**src/rtl/dram_sc_rdfill_asm_pkg.sv**
```systemverilog
// dram_sc_fill_pkg: shared constants and types for the DRAM read-return
// fill assembler (dram_sc_rdfill_asm).
//   - chunk/ECC/request-id widths of the DRAM return path
//   - line_t: one assembled 64-byte fill line (4 x 128-bit chunks + ECC + errs)
//   - asm_state_e: assembly register state
// Optional feature macro used by the design: DRAM_FILL_ECC_STORE_EN.
package dram_sc_fill_pkg;

  localparam int CHUNK_W     = 128;
  localparam int CHUNK_ECC_W = 28;
  localparam int REQ_ID_W    = 3;
  localparam int CHUNK_ID_W  = 2;
  // Fixed by the 64B line over a 128-bit return path.
  localparam int CHUNKS      = 4;

  typedef enum logic [0:0] {
    IDLE    = 1'b0,
    COLLECT = 1'b1
  } asm_state_e;

  // Chunk n of a line sits in data[n] / ecc[n], so the packed data vector
  // places chunk n at bits [128n+127:128n].
  typedef struct packed {
    logic [REQ_ID_W-1:0]                    req_id;
    logic [CHUNKS-1:0][CHUNK_W-1:0]         data;
    logic [CHUNKS-1:0][CHUNK_ECC_W-1:0]     ecc;
    logic                                   secc;
    logic                                   mecc;
  } line_t;

endpackage

```
**src/rtl/dram_sc_rdfill_asm_if.sv**
```systemverilog
// dram_sc_rdfill_asm_if: completed-line fill interface towards sctag/scbuf.
// Handshake: fill_vld is high while a completed line sits at the head of the
// line buffer; the head fields are stable until the consumer raises fill_ack
// in a cycle where fill_vld is high, which pops that line. fill_ack while
// fill_vld is low has no effect.
// Signals:
//   fill_vld, fill_ack              valid/ack handshake
//   fill_req_id, fill_data, fill_ecc head line contents
//   fill_secc, fill_mecc             OR of per-chunk error flags of the head line
//   fill_ovf_err, fill_proto_err     sticky error flags (cleared by reset only)
// Modports: master = assembler (producer), slave = consumer.
interface dram_sc_rdfill_asm_if;
  import dram_sc_fill_pkg::*;

  logic                          fill_vld;
  logic                          fill_ack;
  logic [REQ_ID_W-1:0]           fill_req_id;
  logic [CHUNKS*CHUNK_W-1:0]     fill_data;
  logic [CHUNKS*CHUNK_ECC_W-1:0] fill_ecc;
  logic                          fill_secc;
  logic                          fill_mecc;
  logic                          fill_ovf_err;
  logic                          fill_proto_err;

  modport master (
    output fill_vld, fill_req_id, fill_data, fill_ecc,
    output fill_secc, fill_mecc, fill_ovf_err, fill_proto_err,
    input  fill_ack
  );

  modport slave (
    input  fill_vld, fill_req_id, fill_data, fill_ecc,
    input  fill_secc, fill_mecc, fill_ovf_err, fill_proto_err,
    output fill_ack
  );

endinterface

```
**src/rtl/dram_sc_rdfill_asm_align.sv**
```systemverilog
// dram_sc_fill_align: delays the r0 read-return control (valid, chunk id,
// request id) by two cycles so it lines up with the r2 data/ECC/error bits.
// Ports:
//   clk, rst_l           clock, synchronous active-low reset
//   vld_r0/chunk_id_r0/req_id_r0   control at r0 timing
//   vld_r2/chunk_id_r2/req_id_r2   same control at r2 timing
// Only the valid bits are reset; id fields are don't-care while invalid.
module dram_sc_fill_align
  import dram_sc_fill_pkg::*;
(
  input  logic                  clk,
  input  logic                  rst_l,
  input  logic                  vld_r0,
  input  logic [CHUNK_ID_W-1:0] chunk_id_r0,
  input  logic [REQ_ID_W-1:0]   req_id_r0,
  output logic                  vld_r2,
  output logic [CHUNK_ID_W-1:0] chunk_id_r2,
  output logic [REQ_ID_W-1:0]   req_id_r2
);

  logic                  vld_r1;
  logic [CHUNK_ID_W-1:0] chunk_id_r1;
  logic [REQ_ID_W-1:0]   req_id_r1;

  always_ff @(posedge clk) begin
    if (!rst_l) begin
      vld_r1 <= 1'b0;
      vld_r2 <= 1'b0;
    end else begin
      vld_r1 <= vld_r0;
      vld_r2 <= vld_r1;
    end
  end

  always_ff @(posedge clk) begin
    chunk_id_r1 <= chunk_id_r0;
    chunk_id_r2 <= chunk_id_r1;
    req_id_r1   <= req_id_r0;
    req_id_r2   <= req_id_r1;
  end

endmodule

```
**src/rtl/dram_sc_rdfill_asm.sv**
```systemverilog
// dram_sc_rdfill_asm: read-return fill assembler between the DRAM-to-L2
// repeater and scbuf/sctag. Aligns r0 control to r2 data, gathers four
// 128-bit chunks into a 64-byte line, and queues completed lines in a
// NUM_LINES-entry buffer presented through a valid/ack interface.
// Ports:
//   rclk, rst_l                      clock, synchronous active-low reset
//   dram_sctag_*_r0_buf              chunk valid / chunk id / request id (r0)
//   dram_scbuf_data_r2_buf, _ecc_    chunk data and ECC (r2)
//   dram_sctag_secc/mecc_err_r2_buf  per-chunk error flags (r2)
//   fill                             dram_sc_rdfill_asm_if.master fill port
//   dbg_state                        assembly register state
// Macro DRAM_FILL_ECC_STORE_EN: when defined, chunk ECC is stored and
// presented on fill_ecc; otherwise fill_ecc is 0 and the ECC input is unused.
module dram_sc_rdfill_asm
  import dram_sc_fill_pkg::*;
#(
  parameter int NUM_LINES = 2
) (
  input  logic                   rclk,
  input  logic                   rst_l,
  input  logic                   dram_sctag_data_vld_r0_buf,
  input  logic [CHUNK_ID_W-1:0]  dram_sctag_chunk_id_r0_buf,
  input  logic [REQ_ID_W-1:0]    dram_sctag_rd_req_id_r0_buf,
  input  logic [CHUNK_W-1:0]     dram_scbuf_data_r2_buf,
  input  logic [CHUNK_ECC_W-1:0] dram_scbuf_ecc_r2_buf,
  input  logic                   dram_sctag_secc_err_r2_buf,
  input  logic                   dram_sctag_mecc_err_r2_buf,
  dram_sc_rdfill_asm_if.master   fill,
  output asm_state_e             dbg_state
);

  localparam int PTR_W = $clog2(NUM_LINES);
  localparam int CNT_W = PTR_W + 1;

  logic                  vld_r2;
  logic [CHUNK_ID_W-1:0] chunk_id_r2;
  logic [REQ_ID_W-1:0]   req_id_r2;

  dram_sc_fill_align u_align (
    .clk         (rclk),
    .rst_l       (rst_l),
    .vld_r0      (dram_sctag_data_vld_r0_buf),
    .chunk_id_r0 (dram_sctag_chunk_id_r0_buf),
    .req_id_r0   (dram_sctag_rd_req_id_r0_buf),
    .vld_r2      (vld_r2),
    .chunk_id_r2 (chunk_id_r2),
    .req_id_r2   (req_id_r2)
  );

  logic [CHUNK_ECC_W-1:0] ecc_in;
`ifdef DRAM_FILL_ECC_STORE_EN
  assign ecc_in = dram_scbuf_ecc_r2_buf;
`else
  logic ecc_in_unused;
  assign ecc_in_unused = ^dram_scbuf_ecc_r2_buf;
  assign ecc_in        = '0;
`endif

  // ---------------- assembly register ----------------
  asm_state_e        state_q, state_d;
  line_t             asm_q, asm_d;
  logic [CHUNKS-1:0] mask_q, mask_d;
  logic              complete;
  logic              proto_hit;

  always_comb begin
    state_d   = state_q;
    asm_d     = asm_q;
    mask_d    = mask_q;
    complete  = 1'b0;
    proto_hit = 1'b0;
    if (vld_r2) begin
      if (state_q == IDLE || req_id_r2 != asm_q.req_id) begin
        // Fresh line; a req_id change mid-line abandons the partial line.
        proto_hit    = (state_q == COLLECT);
        asm_d.req_id = req_id_r2;
        asm_d.secc   = dram_sctag_secc_err_r2_buf;
        asm_d.mecc   = dram_sctag_mecc_err_r2_buf;
        mask_d       = '0;
      end else begin
        proto_hit  = mask_q[chunk_id_r2];
        asm_d.secc = asm_q.secc | dram_sctag_secc_err_r2_buf;
        asm_d.mecc = asm_q.mecc | dram_sctag_mecc_err_r2_buf;
      end
      asm_d.data[chunk_id_r2] = dram_scbuf_data_r2_buf;
      asm_d.ecc[chunk_id_r2]  = ecc_in;
      mask_d[chunk_id_r2]     = 1'b1;
      state_d                 = COLLECT;
      // The completing chunk goes straight into the pushed line (asm_d).
      if (&mask_d) begin
        complete = 1'b1;
        state_d  = IDLE;
        mask_d   = '0;
      end
    end
  end

  always_ff @(posedge rclk) begin
    asm_q <= asm_d;
  end

  // ---------------- line buffer ----------------
  line_t             mem [NUM_LINES];
  logic [PTR_W-1:0]  wr_ptr, rd_ptr;
  logic [CNT_W-1:0]  count;
  logic              full, push, pop, ovf_hit;
  logic              ovf_err, proto_err;

  assign full    = (count == CNT_W'(NUM_LINES));
  assign pop     = fill.fill_vld & fill.fill_ack;
  // A pop in the same cycle frees the head slot, so a full buffer still
  // accepts the line; with wr_ptr == rd_ptr the new line lands behind the
  // remaining entries.
  assign push    = complete & (~full | pop);
  assign ovf_hit = complete & full & ~pop;

  always_ff @(posedge rclk) begin
    if (!rst_l) begin
      state_q   <= IDLE;
      mask_q    <= '0;
      wr_ptr    <= '0;
      rd_ptr    <= '0;
      count     <= '0;
      ovf_err   <= 1'b0;
      proto_err <= 1'b0;
      for (int i = 0; i < NUM_LINES; i++) mem[i] <= '0;
    end else begin
      state_q <= state_d;
      mask_q  <= mask_d;
      if (push) begin
        mem[wr_ptr] <= asm_d;
        wr_ptr      <= wr_ptr + 1'b1;
      end
      if (pop) rd_ptr <= rd_ptr + 1'b1;
      case ({push, pop})
        2'b10:   count <= count + 1'b1;
        2'b01:   count <= count - 1'b1;
        default: count <= count;
      endcase
      if (ovf_hit)   ovf_err   <= 1'b1;
      if (proto_hit) proto_err <= 1'b1;
    end
  end

  // ---------------- outputs ----------------
  line_t head;
  assign head = mem[rd_ptr];

  assign fill.fill_vld       = (count != '0);
  assign fill.fill_req_id    = head.req_id;
  assign fill.fill_data      = head.data;
  assign fill.fill_secc      = head.secc;
  assign fill.fill_mecc      = head.mecc;
  assign fill.fill_ovf_err   = ovf_err;
  assign fill.fill_proto_err = proto_err;
`ifdef DRAM_FILL_ECC_STORE_EN
  assign fill.fill_ecc       = head.ecc;
`else
  logic head_ecc_unused;
  assign head_ecc_unused     = ^head.ecc;
  assign fill.fill_ecc       = '0;
`endif

  assign dbg_state = state_q;

endmodule

```
**src/flat_wrapper.sv**
```systemverilog
// flat-port wrapper written by rule: the top's interface ports become plain ports
module dram_sc_rdfill_asm_flat import dram_sc_fill_pkg::*;
#(
  parameter int NUM_LINES = 2
)
  (rclk, rst_l, dram_sctag_data_vld_r0_buf, dram_sctag_chunk_id_r0_buf, dram_sctag_rd_req_id_r0_buf, dram_scbuf_data_r2_buf, dram_scbuf_ecc_r2_buf, dram_sctag_secc_err_r2_buf, dram_sctag_mecc_err_r2_buf, dbg_state, fill_fill_vld, fill_fill_req_id, fill_fill_data, fill_fill_ecc, fill_fill_secc, fill_fill_mecc, fill_fill_ovf_err, fill_fill_proto_err, fill_fill_ack);
  dram_sc_rdfill_asm_if fill_i ();
  input  logic rclk;
  input  logic rst_l;
  input  logic dram_sctag_data_vld_r0_buf;
  input  logic [CHUNK_ID_W-1:0] dram_sctag_chunk_id_r0_buf;
  input  logic [REQ_ID_W-1:0] dram_sctag_rd_req_id_r0_buf;
  input  logic [CHUNK_W-1:0] dram_scbuf_data_r2_buf;
  input  logic [CHUNK_ECC_W-1:0] dram_scbuf_ecc_r2_buf;
  input  logic dram_sctag_secc_err_r2_buf;
  input  logic dram_sctag_mecc_err_r2_buf;
  output asm_state_e dbg_state;
  output wire logic [$bits(fill_i.fill_vld)-1:0] fill_fill_vld;
  output wire logic [$bits(fill_i.fill_req_id)-1:0] fill_fill_req_id;
  output wire logic [$bits(fill_i.fill_data)-1:0] fill_fill_data;
  output wire logic [$bits(fill_i.fill_ecc)-1:0] fill_fill_ecc;
  output wire logic [$bits(fill_i.fill_secc)-1:0] fill_fill_secc;
  output wire logic [$bits(fill_i.fill_mecc)-1:0] fill_fill_mecc;
  output wire logic [$bits(fill_i.fill_ovf_err)-1:0] fill_fill_ovf_err;
  output wire logic [$bits(fill_i.fill_proto_err)-1:0] fill_fill_proto_err;
  input wire logic [$bits(fill_i.fill_ack)-1:0] fill_fill_ack;
  assign fill_fill_vld = fill_i.fill_vld;
  assign fill_fill_req_id = fill_i.fill_req_id;
  assign fill_fill_data = fill_i.fill_data;
  assign fill_fill_ecc = fill_i.fill_ecc;
  assign fill_fill_secc = fill_i.fill_secc;
  assign fill_fill_mecc = fill_i.fill_mecc;
  assign fill_fill_ovf_err = fill_i.fill_ovf_err;
  assign fill_fill_proto_err = fill_i.fill_proto_err;
  assign fill_i.fill_ack = fill_fill_ack;
  dram_sc_rdfill_asm #(.NUM_LINES(NUM_LINES)) u_core (.rclk(rclk), .rst_l(rst_l), .dram_sctag_data_vld_r0_buf(dram_sctag_data_vld_r0_buf), .dram_sctag_chunk_id_r0_buf(dram_sctag_chunk_id_r0_buf), .dram_sctag_rd_req_id_r0_buf(dram_sctag_rd_req_id_r0_buf), .dram_scbuf_data_r2_buf(dram_scbuf_data_r2_buf), .dram_scbuf_ecc_r2_buf(dram_scbuf_ecc_r2_buf), .dram_sctag_secc_err_r2_buf(dram_sctag_secc_err_r2_buf), .dram_sctag_mecc_err_r2_buf(dram_sctag_mecc_err_r2_buf), .fill(fill_i), .dbg_state(dbg_state));
endmodule
```
**config.mk**
```make
export PLATFORM = sky130hd
export DESIGN_NAME = dram_sc_rdfill_asm_flat
export DESIGN_NICKNAME = d
export VERILOG_FILES = /design/src/rtl/dram_sc_rdfill_asm_pkg.sv /design/src/rtl/dram_sc_rdfill_asm_if.sv /design/src/rtl/dram_sc_rdfill_asm_align.sv /design/src/rtl/dram_sc_rdfill_asm.sv /design/src/flat_wrapper.sv
export SDC_FILE = /design/constraint.sdc
export NUM_CORES = 2
export LEC_CHECK = 0
export ABC_AREA = 1
export BUFFER_PORTS_ARGS = -buffer_cell sky130_fd_sc_hd__buf_2
export CAP_MARGIN = 20
export CELL_PAD_IN_SITES_DETAIL_PLACEMENT = 0
export CELL_PAD_IN_SITES_GLOBAL_PLACEMENT = 2
export CORE_AREA = 2 2 413 415
export DETAILED_ROUTE_END_ITERATION = 12
export DIE_AREA = 0 0 415 417
export PLACE_DENSITY = 0.78
export RECOVER_POWER = 100
export SLEW_MARGIN = 15
export SYNTH_ARGS = -nofsm -noshare
export SYNTH_HDL_FRONTEND = slang
export SYNTH_HIERARCHICAL = 1
export SYNTH_SLANG_ARGS = --single-unit
```
**constraint.sdc**
```tcl
create_clock -name rclk -period 18.59 [get_ports rclk]
set_input_delay 0.9295 -clock rclk [delete_from_list [all_inputs] [get_ports rclk]]
set_output_delay 0.9295 -clock rclk [all_outputs]
set_load 0.005 [all_outputs]
```
==> flow_summary.ini <==
[clocking]
cts_buffers = 174
post_cts_buffers = 0
htreeDepth = 4
cts_hold_repair.buffers = 0
cts_tree = done
clkSlewWorstSetupHoldPaths_ns = 0.06
clock_latency_ns = 0.79
post_cts_resized = 0
clock_path_buffers = 3
cts.sinks = 1575
cts_root_buf = clkbuf_16

[yosys]
netlist_area_um2 = 63700
synth.avg_cell_area_um2 = 11.09
synth_cell_types = 25
synth-seq-cells = 1575
ys.warnings.count = 6
yosysSeqAreaShare = 0.6574
syn_inst = 5746

[routing]
vias = 40974
route.detailed.wl_per_inst_um = 20.13
wl_mm = 174.4
drc = 0
dr.pass1.iters = 7
vias_per_cell = 4.729
drtIter0Drc = 2902
ant_nets = 0

[final_layout]
final_util = 0.4355
area_growth_pct = 15.22
nNetsFinal = 6458
drive_gt1_frac = 0.1720

[timing]
worstMarginPinSlew_ns = 8.383
post-route-period-util = 0.6322
slew_violations = 2926
fin_crit_ns = 11.75
final.setup.tns_ns = 0
fmax_mhz = 85.08
grt_setup_unrepaired = no
finalSetupViolCount = 0
skew_ns = 0.02005
hold_viol = 0
max_slew_margin = -4.589
setup_ws_ns = 6.837

[power_and_ir_drop]
total_power_mw = 8.377
clockPowerShare = 0.405
seqPwrFrac = 0.497
switching_power_mw = 2.041
leakagePower_nw = 32.41
pwr-share-comb = 0.097
power_density_nw_per_um2 = 114.1
internal_power_mw = 6.336
vdd_drop_max_mv = 0.09130
swShare = 0.2437

[global_routing]
grt_pass1_vias = 39108
antenna_found_initial = 9
grt_max_degree = 166
grt_usage = 0.1964
grt_pass1_wl_mm = 256.9
grt_overflow = 0

[floorplan]
die_w_um = 415
die-area_um2 = 173100
fp.dieH_um = 417
start_util = 0.3780
io_pins = 800
core_um2 = 168500
num_rows = 151

[critical_path]
crit_chain = clkbuf_1 > mux2_2 > clkbuf_1
cpPeakStageDelay_ns = 6.03
required_ns = 17.66
crit_arrival_ns = 10.82
setup.worst_path.start_class = register
rrSetupSlack_ns = 7.11
critPathKind = reg2out
crit_path_end_kind = output pin
cp_common_cell = clkbuf_1
slowest_stage = clkbuf_1
crit_fanout = 130

[status]
outcome = finished, violations left
violations = capacitance limit, slew limit

[job]
max-cap-violations = 47

[placed_design]
gp_congestion = 0.8051
dp_slack_ns = 11.67
portBuffers = 659
dp_hpwl_mm = 105.9

[worst_hold_path]
hold_class = in2reg
-- stage by stage --
step                      hold slack [ns]  std cells  instance area, um2
after CTS                          0.1506       8658               74050
after detailed placement           0.3172       8332               68430
after floorplan                    0.3096       5857               64120
after global routing               0.1862       8659               73380
final                              0.2407       8665               73400
after global placement             0.3228       8332               68430
-- cell usage in the layout (no fill, tap or decap) --
cell type   netlist  final
nor2_4           11     10
bufinv_16         0      8
nor2_1          424    426
mux2_2          517    412
o211ai_1          1      1
buf_4           112     11
clkinv_1          0     17
clkbuf_1        234    427
buf_2            85    334
edfxtp_1       1034   1034
mux2_1            0    105
dfxtp_1         541    541
o21ai_0         520    520
buf_12            0      4
a22oi_1           2      2
nor3_1          518    518
clkinvlp_4        0      5
o22ai_1           2      2
clkbuf_8          0     26
inv_1          1050   1050
a21oi_1          11     11
conb_1            1    112
buf_1            13      2
nand3_1           7      8
clkinv_2          0     18
nand2_1         554    554
ha_1              1      1
nand4_1           1      1
diode_2           0      7
clkbuf_16         0    181
clkinvlp_2        0      1
inv_6             0      6
clkinv_8          0      1
nor2_2           92     91
-- layout make-up --
type | count | area, um2
Clock inverter | 54 | 496.7
Tap cell | 2218 | 2775
Multi-Input combinational cell | 2774 | 15950
Timing Repair Buffer | 713 | 3201
Clock buffer | 272 | 5131
Sequential cell | 1575 | 41880
Antenna cell | 7 | 17.52
Fill cell | 16219 | 95130
Inverter | 1052 | 3950
-- layer usage --
metal | share of wire | global-route usage | wire length (um)
met5 | 0 | 0 | 0
met4 | 0.039 | 0.07757 | 6805
met3 | 0.047 | 0.03427 | 8148
met2 | 0.49 | 0.3338 | 85840
met1 | 0.42 | 0.2485 | 73620
-- synthesized netlist by cell type --
cell type  instances  area share
inv_1           1050       0.062
edfxtp_1        1034        0.49
nand2_1          554       0.033
dfxtp_1          541        0.17
o21ai_0          520       0.041
nor3_1           518       0.041
mux2_2           517       0.091
nor2_1           424       0.025
clkbuf_1         234       0.014
buf_4            112       0.013
nor2_2            92      0.0090
buf_2             85      0.0067
buf_1             13     0.00077
buf_6             12      0.0021
a21oi_1           11     0.00086
nor2_4            11      0.0019
nand3_1            7     0.00055
a22oi_1            2     0.00024
inv_2              2     0.00012
o22ai_1            2     0.00020
conb_1             1    0.000059
ha_1               1     0.00020
nand3_2            1     0.00016
nand4_1            1    0.000098
o211ai_1           1     0.00012
-- worst max-delay path: cells and delay by family (launching register included) --
family,cells,cell delay [ns]
buf+inv,2,6.25
flops,1,2.63
mux,1,1.02
-- path summary, 6_finish.rpt --
kind / start / end / cells after the start
min reg2reg: u_core/u_align/req_id_r1[2] / u_core/u_align/req_id_r2[2] / 0
max: register / fill_fill_data[366] / 3
min: dram_sctag_rd_req_id_r0_buf[1] / u_core/u_align/req_id_r1[1] / 1
max reg2reg: u_core/u_align/req_id_r2[0] / u_core/mem[1][426] / 14
-- sequential cells by signal (all words and copies together), names as in the netlist, named ones only --
name                        cells
u_core/mem                   1034
u_core/u_align/req_id_r2        3
u_core/rd_ptr                   1
u_core/dbg_state                1
u_core/count                    2
u_core/wr_ptr                   1
u_core/u_align/vld_r2           1
u_core/u_align/vld_r1           1
u_core/u_align/chunk_id_r1      2
u_core/mask_q                   4
u_core/asm_q                  517
u_core/u_align/chunk_id_r2      2
u_core/u_align/req_id_r1        3
u_core/fill.fill_ovf_err        1
u_core/fill.fill_proto_err      1
-- power by group through the flow --
stage | logic, mW | clock network [mW] | registers (mW)
global route | 0.954 | 3.63 | 4.20
floorplan | 0.594 | 0 | 4.27
global placement | 0.797 | 0 | 4.22
CTS | 0.830 | 3.49 | 4.16
finish | 0.816 | 3.40 | 4.16
detailed placement | 0.822 | 0 | 4.23
-- cell families after synthesis --
kind of cell	share of synthesized area
adders and majority gates	0.0001964
DFF	0.6574
muxes	0.09139
buffers and inverters	0.09854
AOI/OAI and AO/OA	0.04227
other	0.00005887
and+or+nand+nor	0.1101
(Power assumes the default switching activity.)
